[src/rtl/deserializer_if.sv]
// Word-side and serial-side signals of the deserializer.
// The link/consumer side uses the master modport; the deserializer uses the slave modport.
interface deserializer_if #(
   parameter int DATA_W = 16,
   parameter int MOD_W  = $clog2(DATA_W)
);
   logic              data_i;
   logic              data_val_i;
   logic [DATA_W-1:0] deser_data_o;
   logic [MOD_W-1:0]  deser_data_mod_o;
   logic              deser_data_val_o;
   logic              busy_o;

   modport master (
      output data_i, data_val_i,
      input  deser_data_o, deser_data_mod_o, deser_data_val_o, busy_o
   );

   modport slave (
      input  data_i, data_val_i,
      output deser_data_o, deser_data_mod_o, deser_data_val_o, busy_o
   );
endinterface

[src/rtl/deserializer.sv]
// Serial-to-parallel word rebuilder, MSB first, with per-bit valid strobe.
// Define DESER_GAP_FLUSH_EN to flush partial frames (>= 3 bits) after GAP_CYCLES idle cycles.
module deserializer #(
   parameter int DATA_W     = 16,
   parameter int MOD_W      = $clog2(DATA_W),
   parameter int GAP_CYCLES = 4
) (
   input logic             clk_i,
   input logic             srst_i,
   deserializer_if.slave   bus
);
   generate
      if (DATA_W < 4 || (DATA_W & (DATA_W - 1)) != 0) begin : g_bad_width
         $error("DATA_W must be a power of two, at least 4");
      end
      if (GAP_CYCLES < 1) begin : g_bad_gap
         $error("GAP_CYCLES must be at least 1");
      end
   endgenerate

   logic [DATA_W-1:0] sr;
   logic [MOD_W-1:0]  cnt;
   logic [DATA_W-1:0] data_q;
   logic              val_q;

   // DATA_W is a power of two, so DATA_W-1-cnt is simply ~cnt.
   logic [MOD_W-1:0]  wr_idx;
   assign wr_idx = ~cnt;

   logic last_bit;
   assign last_bit = (cnt == MOD_W'(DATA_W - 1));

`ifdef DESER_GAP_FLUSH_EN
   localparam int IDLE_W = $clog2(GAP_CYCLES + 1);

   logic [IDLE_W-1:0] idle_cnt;
   logic [MOD_W-1:0]  mod_q;
   logic              gap_hit;

   assign gap_hit = (cnt != '0) && !bus.data_val_i
                    && (idle_cnt == IDLE_W'(GAP_CYCLES - 1));

   always_ff @(posedge clk_i) begin
      if (srst_i) begin
         sr       <= '0;
         cnt      <= '0;
         idle_cnt <= '0;
         data_q   <= '0;
         mod_q    <= '0;
         val_q    <= 1'b0;
      end else begin
         val_q <= 1'b0;
         if (bus.data_val_i) begin
            idle_cnt <= '0;
            if (last_bit) begin
               data_q <= {sr[DATA_W-1:1], bus.data_i};
               mod_q  <= '0;
               val_q  <= 1'b1;
               cnt    <= '0;
               sr     <= '0;
            end else begin
               sr[wr_idx] <= bus.data_i;
               cnt        <= cnt + MOD_W'(1);
            end
         end else if (gap_hit) begin
            // Frames shorter than 3 bits are treated as line noise and dropped.
            if (cnt >= MOD_W'(3)) begin
               data_q <= sr;
               mod_q  <= cnt;
               val_q  <= 1'b1;
            end
            cnt      <= '0;
            sr       <= '0;
            idle_cnt <= '0;
         end else if (cnt == '0) begin
            idle_cnt <= '0;
         end else if (idle_cnt != IDLE_W'(GAP_CYCLES)) begin
            idle_cnt <= idle_cnt + IDLE_W'(1);
         end
      end
   end

   assign bus.deser_data_mod_o = mod_q;
`else
   always_ff @(posedge clk_i) begin
      if (srst_i) begin
         sr     <= '0;
         cnt    <= '0;
         data_q <= '0;
         val_q  <= 1'b0;
      end else begin
         val_q <= 1'b0;
         if (bus.data_val_i) begin
            if (last_bit) begin
               data_q <= {sr[DATA_W-1:1], bus.data_i};
               val_q  <= 1'b1;
               cnt    <= '0;
               sr     <= '0;
            end else begin
               sr[wr_idx] <= bus.data_i;
               cnt        <= cnt + MOD_W'(1);
            end
         end
      end
   end

   assign bus.deser_data_mod_o = '0;
`endif

   assign bus.deser_data_o     = data_q;
   assign bus.deser_data_val_o = val_q;
   assign bus.busy_o           = (cnt != '0);
endmodule

[src/flat_wrapper.sv]
// flat-port wrapper written by rule: the top's interface ports become plain ports
module deserializer_flat 
#(
   parameter int DATA_W     = 16,
   parameter int MOD_W      = $clog2(DATA_W),
   parameter int GAP_CYCLES = 4
)
  (clk_i, srst_i, bus_data_i, bus_data_val_i, bus_deser_data_o, bus_deser_data_mod_o, bus_deser_data_val_o, bus_busy_o);
  deserializer_if #(.DATA_W(DATA_W), .MOD_W(MOD_W)) bus_i ();
  input logic clk_i;
  input logic srst_i;
  input wire logic [$bits(bus_i.data_i)-1:0] bus_data_i;
  input wire logic [$bits(bus_i.data_val_i)-1:0] bus_data_val_i;
  output wire logic [$bits(bus_i.deser_data_o)-1:0] bus_deser_data_o;
  output wire logic [$bits(bus_i.deser_data_mod_o)-1:0] bus_deser_data_mod_o;
  output wire logic [$bits(bus_i.deser_data_val_o)-1:0] bus_deser_data_val_o;
  output wire logic [$bits(bus_i.busy_o)-1:0] bus_busy_o;
  assign bus_i.data_i = bus_data_i;
  assign bus_i.data_val_i = bus_data_val_i;
  assign bus_deser_data_o = bus_i.deser_data_o;
  assign bus_deser_data_mod_o = bus_i.deser_data_mod_o;
  assign bus_deser_data_val_o = bus_i.deser_data_val_o;
  assign bus_busy_o = bus_i.busy_o;
  deserializer #(.DATA_W(DATA_W), .MOD_W(MOD_W), .GAP_CYCLES(GAP_CYCLES)) u_core (.clk_i(clk_i), .srst_i(srst_i), .bus(bus_i));
endmodule
[config.mk]
export PLATFORM = sky130hd
export DESIGN_NAME = deserializer_flat
export DESIGN_NICKNAME = d
export VERILOG_FILES = /design/src/rtl/deserializer_if.sv /design/src/rtl/deserializer.sv /design/src/flat_wrapper.sv
export SDC_FILE = /design/constraint.sdc
export NUM_CORES = 1
export LEC_CHECK = 0
export ABC_CLOCK_PERIOD_IN_PS = 1600
export CORE_MARGIN = 2
export CORE_UTILIZATION = 54
export CTS_BUF_LIST = sky130_fd_sc_hd__clkbuf_8
export DETAILED_ROUTE_END_ITERATION = 16
export MAX_ROUTING_LAYER = met4
export PLACE_DENSITY = 0.83
export RECOVER_POWER = 50
export SLEW_MARGIN = 40
export SYNTH_ARGS = -nofsm -noshare
export SYNTH_HDL_FRONTEND = slang
export SYNTH_SLANG_ARGS = --single-unit
[constraint.sdc]
create_clock -name clk_i -period 1.6 [get_ports clk_i]
set_input_delay 0.24 -clock clk_i [delete_from_list [all_inputs] [get_ports clk_i]]
set_output_delay 0.24 -clock clk_i [all_outputs]
set_load 0.1 [all_outputs]
==> results by stage, run 1 <==
Drt:
- The overall routed net length is 3630 um.
- The average wire per standard cell is 14.8 um.
- After detailed routing, the number of remaining DRC violations is 0.
- For this block, the initial DRC count from the detailed router was 30.
- Once detail routing completed, the nets flagged for antenna violations numbered 0.
- The number of vias in the routed layout is 1362.
- In the routed layout, each cell is associated on average with a via count of 5.54.
- The first detailed-routing pass took 4 iterations.

Setup path:
- In this run the worst setup path begins at u_core.cnt[0].
- At the worst endpoint, the arrival time is 1.27 ns.
- The data required time at the worst endpoint is 1.36 ns.
- The most critical setup path has its endpoint at bus_busy_o.
- The source of the worst register-to-register timing path is u_core.cnt[0].
- The worst register-to-register path ends at u_core.sr[11].
- STA classifies the critical path endpoint as an output port.
- The startpoint class of the critical path is a flop.
- The register-to-register setup slack is 0.10 ns.
- The worst-path maximum fanout is 6.
- The category of the most critical setup path is flop to output port.
- The depth of the worst register-to-register path is 5.

Cells and area:
- The finished cells cover 1890 um^2.
- The share of final-layout standard cells stronger than drive strength 1 is 20.0%.
- For this run, the post-layout net count is 222.
- The final cell utilization of the core is 67.9%.
- The growth of design area from synthesis to finish is 18.0%.
- The repair_antennas step left the layout with diodes totalling 0.

Timing:
- The number of max-slew violations in the final report is 0.
- The highest achievable clock rate is 661 MHz.
- Setup violations remaining at the end of the flow were counted as 0.
- Setup slack on the critical path of the routed design comes to 0.0881 ns.
- The number of hold-slack violations in the final timing report was 0.
- The post-route clock skew is 0.0107 ns.
- Setup repair after global routing left no endpoint under its margin.
- The final critical-path required period is 1.51 ns.
- The worst-case headroom to the max-slew limit is 63.5%.
- The slew at the pin closest to its max-slew limit is 0.550 ns.
- In the finished design, the share of the clock period the worst path needs comes to 94.5%.

Floorplanning:
- The initial utilization of the core area, before any placement, comes to 57.5%.
- The die area is 3410 um^2.
- The vertical die dimension is 58.4 um.
- The number of top-level pins is 26.
- In this run the horizontal extent of the chip is 58.4 um.
- The floorplan has 19 rows.
- The core area is 2780 um^2.

Worst hold path:
- The path class of the lowest-slack min-delay path is flop to flop.
- The source of the worst hold timing path is u_core.bus.deser_data_o[2].

Synth:
- The summed instance area of the synthesized netlist is 1600 um^2.
- The count of unique library cells instantiated by Yosys is 29.
- The synthesized instance count is 186.
- The average instance in the mapped netlist occupies 8.60 um^2.
- The adder and majority cell fraction of the synthesized area is 3.13%.
- For this run, the number of Yosys warnings is 0.
- Summing the areas of all compound-gate instances in the mapped netlist gives 12.0% of the synthesized area.
- The synthesized netlist devotes 1.09% of its cell area to XOR and XNOR gates.
- After synthesis, the largest family of logic cells by area is simple AND/OR/NAND/NOR gates.
- The synthesized netlist devotes 22.4% of its cell area to simple gates.
- The synthesized design contains 36 register bits.
- The multiplexer share of the synthesized area is 8.76%.
- The portion of the post-synthesis area used by sequential elements is 45.0%.

Clocking:
- The post-cts hold buffer count is 0.
- The number of clock buffers added by TritonCTS is 5.
- The TritonCTS clock tree is yes.
- The H-tree depth reported by CTS is 2.
- The number of setup buffers added after CTS is 0.
- In this run, post-CTS repair resized a total of 2 instances.
- The tree built by TritonCTS fans out to 36 sinks.
- The CTS clock-pin slew for the worst setup and hold paths is 0.07 ns.
- The root buffer cell chosen for the clock tree is clkbuf_8.
- The insertion delay to the later sink of the worst-skew pair is 0.30 ns.
- The longest clock path from root to sink contains 2 buffers.

Global route:
- For this run, the total global-route usage over all layers was measured as 24.2%.
- Summed over all layers, the global routing overflow is 0.
- The largest net degree at the start of global routing is 22.
- The first global-routing pass estimated 5960 um of wire.
- The initial antenna violation count is 0.
- The via count of the first global-routing pass was 1348.

Place:
- The post-detailed-placement half-perimeter wirelength is 2540 um.
- The routability congestion estimate is 0.893.
- The placement-stage cell area is 2040 um^2.
- At the placement stage, the worst setup path has a slack of -0.0109 ns.
- During placement, the flow inserted port buffers numbering 21.

Outcome:
- The run finished with clean final reports.

Power and ir drop:
- VDD sags by at most 0.000846 V.
- For this design the ratio of total power to cell area is 1010 nW/um^2.
- The analysis attributes to cell leakage a power of 0.783 nW.

Job:
- The reported max-cap violation count is 0.
-- critical path: stages, from the launching register on --
cell and delay [ns]:
dfxtp_2 0.39, inv_1 0.08, ha_2 0.24, nand2_2 0.10, buf_12 0.17
-- cell type report --
cell class	count	area, um^2
sequential	36	724
clock inverter	3	38.8
tap	31	38.8
timing repair buffer	34	230
fill	227	893
inverter	4	15.0
clock buffer	5	68.8
multi-input combinational	133	772
-- synth_stat cells --
cell type | n | share of area [%]
a21oi_1 | 26 | 8.1
nand4_2 | 1 | 0.78
clkbuf_1 | 1 | 0.23
and4_1 | 1 | 0.55
xnor2_1 | 1 | 0.55
ha_1 | 4 | 3.1
and3_1 | 1 | 0.39
a21o_1 | 1 | 0.47
mux2i_1 | 14 | 8.8
nor2_1 | 6 | 1.4
buf_6 | 1 | 0.70
nor2b_1 | 3 | 1.2
o21ai_0 | 4 | 1.3
xor2_1 | 1 | 0.55
inv_1 | 4 | 0.94
nor3b_1 | 1 | 0.47
a221oi_1 | 1 | 0.55
nand2_1 | 38 | 8.9
nand3_1 | 3 | 0.94
a211o_1 | 1 | 0.55
nand2b_1 | 18 | 7.0
a32oi_1 | 1 | 0.55
conb_1 | 1 | 0.23
o32ai_1 | 1 | 0.55
nor3_1 | 1 | 0.31
nand4_1 | 1 | 0.39
buf_2 | 7 | 2.2
buf_4 | 7 | 3.3
dfxtp_1 | 36 | 45
-- through the flow --
stage / hold slack, ns / power [mW] / TNS (ns) / std cells
global route: 0.467 / 1.97 / 0 / 246
finish: 0.451 / 1.92 / 0 / 246
detailed placement: 0.445 / 1.15 / -0.0183 / 238
CTS: 0.459 / 1.92 / 0 / 246
global placement: 0.442 / 1.14 / 0 / 238
floorplan: 0.376 / 1.10 / 0 / 189
-- registers in the layout (all words and copies together) (netlist names) --
signal,flops
u_core.sr,15
u_core.bus.deser_data_val_o,1
u_core.cnt,4
u_core.bus.deser_data_o,16
-- logic make-up (layout without fill, tap and decap cells) --
| logic type | after synthesis | count (layout) |
|---|---|---|
| fa+ha+maj | 4 | 4 |
| other cells | 1 | 4 |
| xor+xnor | 2 | 2 |
| compound gates | 35 | 35 |
| flops | 36 | 36 |
| simple gates | 74 | 74 |
| buf+inv | 20 | 46 |
| mux | 14 | 14 |
-- cells in the final DEF, fill, tap and decap left out, types with 4 or more instances in the layout --
| master | netlist | routed |
|---|---|---|
| a21oi_1 | 26 | 26 |
| buf_4 | 7 | 12 |
| clkbuf_2 | 0 | 18 |
| clkbuf_8 | 0 | 5 |
| conb_1 | 1 | 4 |
| dfxtp_1 | 36 | 33 |
| inv_1 | 4 | 5 |
| mux2i_1 | 14 | 14 |
| nand2_1 | 38 | 37 |
| nand2b_1 | 18 | 18 |
| nor2_1 | 6 | 6 |
| o21ai_0 | 4 | 4 |
-- how the worst min path moves through the flow --
stage | depth (start not counted) | to
finish | 2 | u_core.bus.deser_data_o[2]
global route | 2 | u_core.bus.deser_data_o[15]
CTS | 2 | u_core.bus.deser_data_o[10]
detailed placement | 2 | u_core.bus.deser_data_o[3]
global placement | 2 | u_core.bus.deser_data_o[3]
floorplan | 2 | u_core.bus.deser_data_o[0]
-- metal layers --
layer	routed length (um)	share of wire, %	global-route usage, %	vias up
li1	-	-	-	662
met1	1510	42	27.4	641
met2	1770	49	37.7	44
met3	222	6.1	7.47	15
met4	136	3.7	14.0	0
met5	0	0	-	-
-- report_power, final --
group	internal [mW]	total, mW	leakage, nW	switching (mW)
sequential	0.907	0.918	0.292	0.0117
combinational	0.0701	0.218	0.432	0.148
clock	0.456	0.780	0.0593	0.324
No activity file was read; power rests on OpenSTA's default activity.
==> inputs of run 2 (changes only) <==
CAP_MARGIN = 10   (was default)
==> results of run 2 <==
Same layout as run 1: the final DEF is identical, and so are final timing and power.
==> inputs of run 3 (changes only) <==
ABC_AREA = 1   (was default)
CORE_UTILIZATION = 55   (was 54)
==> run 3 against run 2 <==
  * Count of clock-buffer cells in the layout unchanged
  * Power decreased by 12%
  * Core utilization decreased by 2.5 points
  * Register-to-register slack improved by 0.12 ns
  * Routed wire length decreased by 3.7%
  * Final area increased by 3.2%
  * Synthesized area increased by 5.2%
  * Critical path depth unchanged
  * Non-clock buffer count decreased by 1
==> results by stage, run 3 <==
Outcome:
- The flow ran to the end, and the final reports show no timing, DRC or antenna violations.

Timing:
- The accumulated negative setup slack is 0 ns (unchanged).
- The worst-case headroom to the max-slew limit was 63.7% (+0.20 points).
- The final critical-path required period came to 1.51 ns (+0.000474 ns).
- The slew at the pin closest to its max-slew limit is 0.547 ns (-0.00301 ns).
- The fraction of the cycle the final worst path needs came to 94.5% (about the same).
- Setup repair after global routing left no endpoint under its margin.
- The number of hold-slack violations in the final timing report is 0 (unchanged).
- The number of max-slew violations in the final report came to 0 (unchanged).
- The post-route clock skew was 0.00676 ns (-0.00395 ns).
- The number of endpoints failing setup at the final stage was 0 (unchanged).
- The highest achievable clock rate was 661 MHz (about the same).

Setup path:
- The end of the worst register-to-register path is u_core.sr[15].
- The source of the worst register-to-register timing path is u_core.cnt[0].
- The depth of the worst register-to-register path came to 7 (+2).
- STA classifies the critical path endpoint as an output port.
- The startpoint class of the critical path is a flop.
- The register-to-register setup slack is 0.22 ns (+0.12 ns).
- The worst-path maximum fanout is 5 (-1).
- The data arrival time of the critical path came to 1.27 ns (about the same).
- The category of the most critical setup path is flop to output port.
- The data required time at the worst endpoint is 1.36 ns (about the same).

Synth:
- The portion of the post-synthesis area used by sequential elements was 42.8% (-2.2 points).
- By area the synthesized netlist is led by dfxtp_1 43%, nand2_1 17%, nor2_1 11%.
- The flip-flop and latch count after synthesis is 36 (unchanged).
- The summed instance area of the synthesized netlist is 1680 um^2 (+5.2%).
- The async set-reset flop share out of synthesis was 0% (unchanged).
- The number of warnings reported in the yosys synthesis log is 0 (unchanged).
- The synthesized instance count is 243 (+31%).
- The count of unique library cells instantiated by Yosys came to 21 (-28%).
- After synthesis, the most frequently instantiated cells are 74 x nand2_1, 49 x nor2_1, 36 x dfxtp_1, 26 x nand3_1, 22 x inv_1.
- The average footprint of a synthesized cell is 6.93 um^2 (-20%).
- The most common cell in the synthesized netlist is nand2_1.
- For this run, the leading register cell type out of synthesis is dfxtp_1.
- The count of flip-flops with a built-in enable after synthesis is 0 (unchanged).
- The share of the synthesized area in the top cell type is 42.8% (-2.2 points).
- The synthesized design spends more area on one cell type than any other, namely dfxtp_1.

Drt:
- The detail-routed via count per cell is 4.93 (-11%).
- The count of nets left with antenna violations after detail routing came to 0 (unchanged).
- The average wire per standard cell was 11.4 um (-23%).
- The remaining routing DRC violations is 0 (unchanged).
- The number of optimization iterations in the first detailed-route pass is 4 (unchanged).
- The number of vias in the routed layout was 1508 (+11%).
- The number of design-rule violations left by the first detailed-router iteration is 54 (+80%).
- The overall routed net length is 3500 um (-3.7%).

Clocking:
- The TritonCTS clock tree is yes.
- The CTS buffer count is 5 (unchanged).
- The H-tree depth reported by CTS is 2 (unchanged).
- The tree is rooted in a clkbuf_8.
- The CTS clock-pin slew for the worst setup and hold paths is 0.06 ns (about the same).
- The number of sinks on the clock net is 36 (unchanged).
- The number of buffers on the longest clock path is 2 (unchanged).
- The insertion delay to the later sink of the worst-skew pair is 0.29 ns (about the same).

Global route:
- The via count of the first global-routing pass is 1471 (+9.1%).
- The fraction of met3 tracks used by global routing is 5.24% (-2.2 points).
- The combined global-route utilization of all metal layers is 24.2% (-0.059 points).
- The largest net degree at the start of global routing is 20 (-9.1%).
- The global-route track usage on met2 is 39.7% (+2.0 points).
- The initial antenna violation count is 0 (unchanged).
- The leftover overflow at the end of global routing came to 0 (unchanged).
- The met1 track demand over resource is 26.3% (-1.0 points).
- The first-pass GRT wire length is 6100 um (+2.3%).
- The global routing stage identified its most utilized layer as met2.

Cells and area:
- The number of flip-flops in the largest register came to 16 (unchanged).
- Relative to the synthesized area, the layout overhead comes to 15.8%.
- The layout net count is 281 (+27%).
- The count of filler cells inserted in the layout is 281 (+24%).
- The antenna diode instance count is 0 (unchanged).
- The share of final-layout standard cells stronger than drive strength 1 is 16.8% (-3.2 points).
- The library cells used most frequently in the layout, excluding fill and tap cells, are 73 x nand2_1, 49 x nor2_1, 34 x dfxtp_1.
- The most common library cell in the layout ignoring fill and taps is nand2_1.

Floorplanning:
- The row count is 20 (+1).
- The vertical die dimension was 59.3 um (+1.5%).
- The core area is 2980 um^2 (+7.1%).
- The die area is 3520 um^2 (+3.0%).
- The number of top-level pins is 26 (unchanged).
- The effective utilization at floorplan is 56.5% (-1.0 points).
- The horizontal die dimension came to 59.3 um (+1.5%).

Worst hold path:
- In this run the most critical hold path is launched from u_core.sr[12].
- The count of cells along the worst hold path is 2 (unchanged).
- The path class of the lowest-slack min-delay path is flop to flop.
- For hold timing, the worst endpoint is u_core.bus.deser_data_o[12].

Job:
- The reported max-cap violation count is 0 (unchanged).

Place:
- The routability congestion estimate is 0.901 (+0.93%).
- The post-detailed-placement half-perimeter wirelength came to 2590 um (+2.0%).
- The count of buffers from port buffering came to 21 (unchanged).

Power and ir drop:
- The ratio of total power to cell area was 870 nW/um^2 (-14%).
- The leakage power total is 1.03 nW (+32%).
- The maximum resistive drop on vdd is 0.000580 V (-31%).
- The overall power is 1.70 mW (-12%).
run 3: cell types whose count changed after synthesis, moves of 2 or more:
cell | before | now
nor2b_1 | 3 | 0
inv_1 | 4 | 22
nand3_2 | 0 | 3
buf_2 | 7 | 2
mux2i_1 | 14 | 0
nand2b_1 | 18 | 0
nand3_1 | 3 | 26
nand2_1 | 38 | 74
a21oi_1 | 26 | 5
nor2_1 | 6 | 49
nand2_4 | 0 | 2
run 3: cells by family (layout without fill, tap and decap cells):
family / after synthesis / count (layout) / share of synthesized area [%]
AO/OA/AOI/OAI: 8 / 8 / 2.38
XOR/XNOR: 1 / 1 / 0.521
adder cells (fa/ha/maj): 4 / 4 / 2.97
buffers and inverters: 37 / 64 / 11.7
flip-flops: 36 / 36 / 42.8
other: 1 / 4 / 0.223
AND/OR/NAND/NOR: 156 / 156 / 39.4
run 3: through the flow:
step	setup WS, ns	cell area [um^2]	util (%)	hold slack (ns)	std cells
global placement	0.108	2120	71.3	0.426	299
floorplan	0.0411	1690	-	0.309	246
global route	0.0193	1950	65.4	0.463	306
CTS	0.0247	2200	74.0	0.448	306
finish	0.0876	1950	65.4	0.444	306
detailed placement	0.0575	2120	71.3	0.435	299
run 3: metal layers:
metal	part of all wire, %	wire (um)
met2	49	1730
met5	0	0
met3	5.6	195
met1	42	1470
met4	3.0	104
run 3: final cells by class:
type	instances	area, um^2	share of cell area, %
multi-input combinational	173	779	40.0
tap	33	41.3	2.12
timing repair buffer	33	234	12.0
inverter	24	92.6	4.75
clock buffer	5	68.8	3.53
clock inverter	2	8.76	0.450
sequential	36	723	37.1
run 3: critical path: stages (launching register included):
cell	delay, ns
dfxtp_2	0.36
inv_1	0.07
ha_1	0.26
nand2_2	0.12
buf_12	0.18
run 3: how the worst max path moves through the flow:
stage	depth (start not counted)	slack, ns	from	to
floorplan	3	0.04	u_core.cnt[0]	bus_busy_o
global placement	7	0.11	bus_data_val_i	u_core.sr[15]
detailed placement	7	0.06	bus_data_val_i	u_core.sr[3]
CTS	4	0.02	u_core.cnt[1]	bus_busy_o
global route	4	0.02	u_core.cnt[0]	bus_busy_o
finish	4	0.09	u_core.cnt[0]	bus_busy_o
run 3: where the power goes:
| part | internal [mW] | total [mW] | switching, mW | leakage [nW] |
|---|---|---|---|---|
| registers | 0.907 | 0.916 | 0.00890 | 0.291 |
| logic | 0.0548 | 0.193 | 0.138 | 0.696 |
| clock network | 0.289 | 0.586 | 0.297 | 0.0452 |
| total | 1.25 | 1.70 | 0.444 | 1.03 |
run 3: repair_timing:
item | 4_1_cts | 5_1_grt
hold buffers | 0 | 0
setup buffers | 0 | 0
endpoints found under the hold margin | 0 | 0
pin swaps | 0 | 0
setup endpoints to repair | 1 | 1
gates resized for setup | 1 | 2
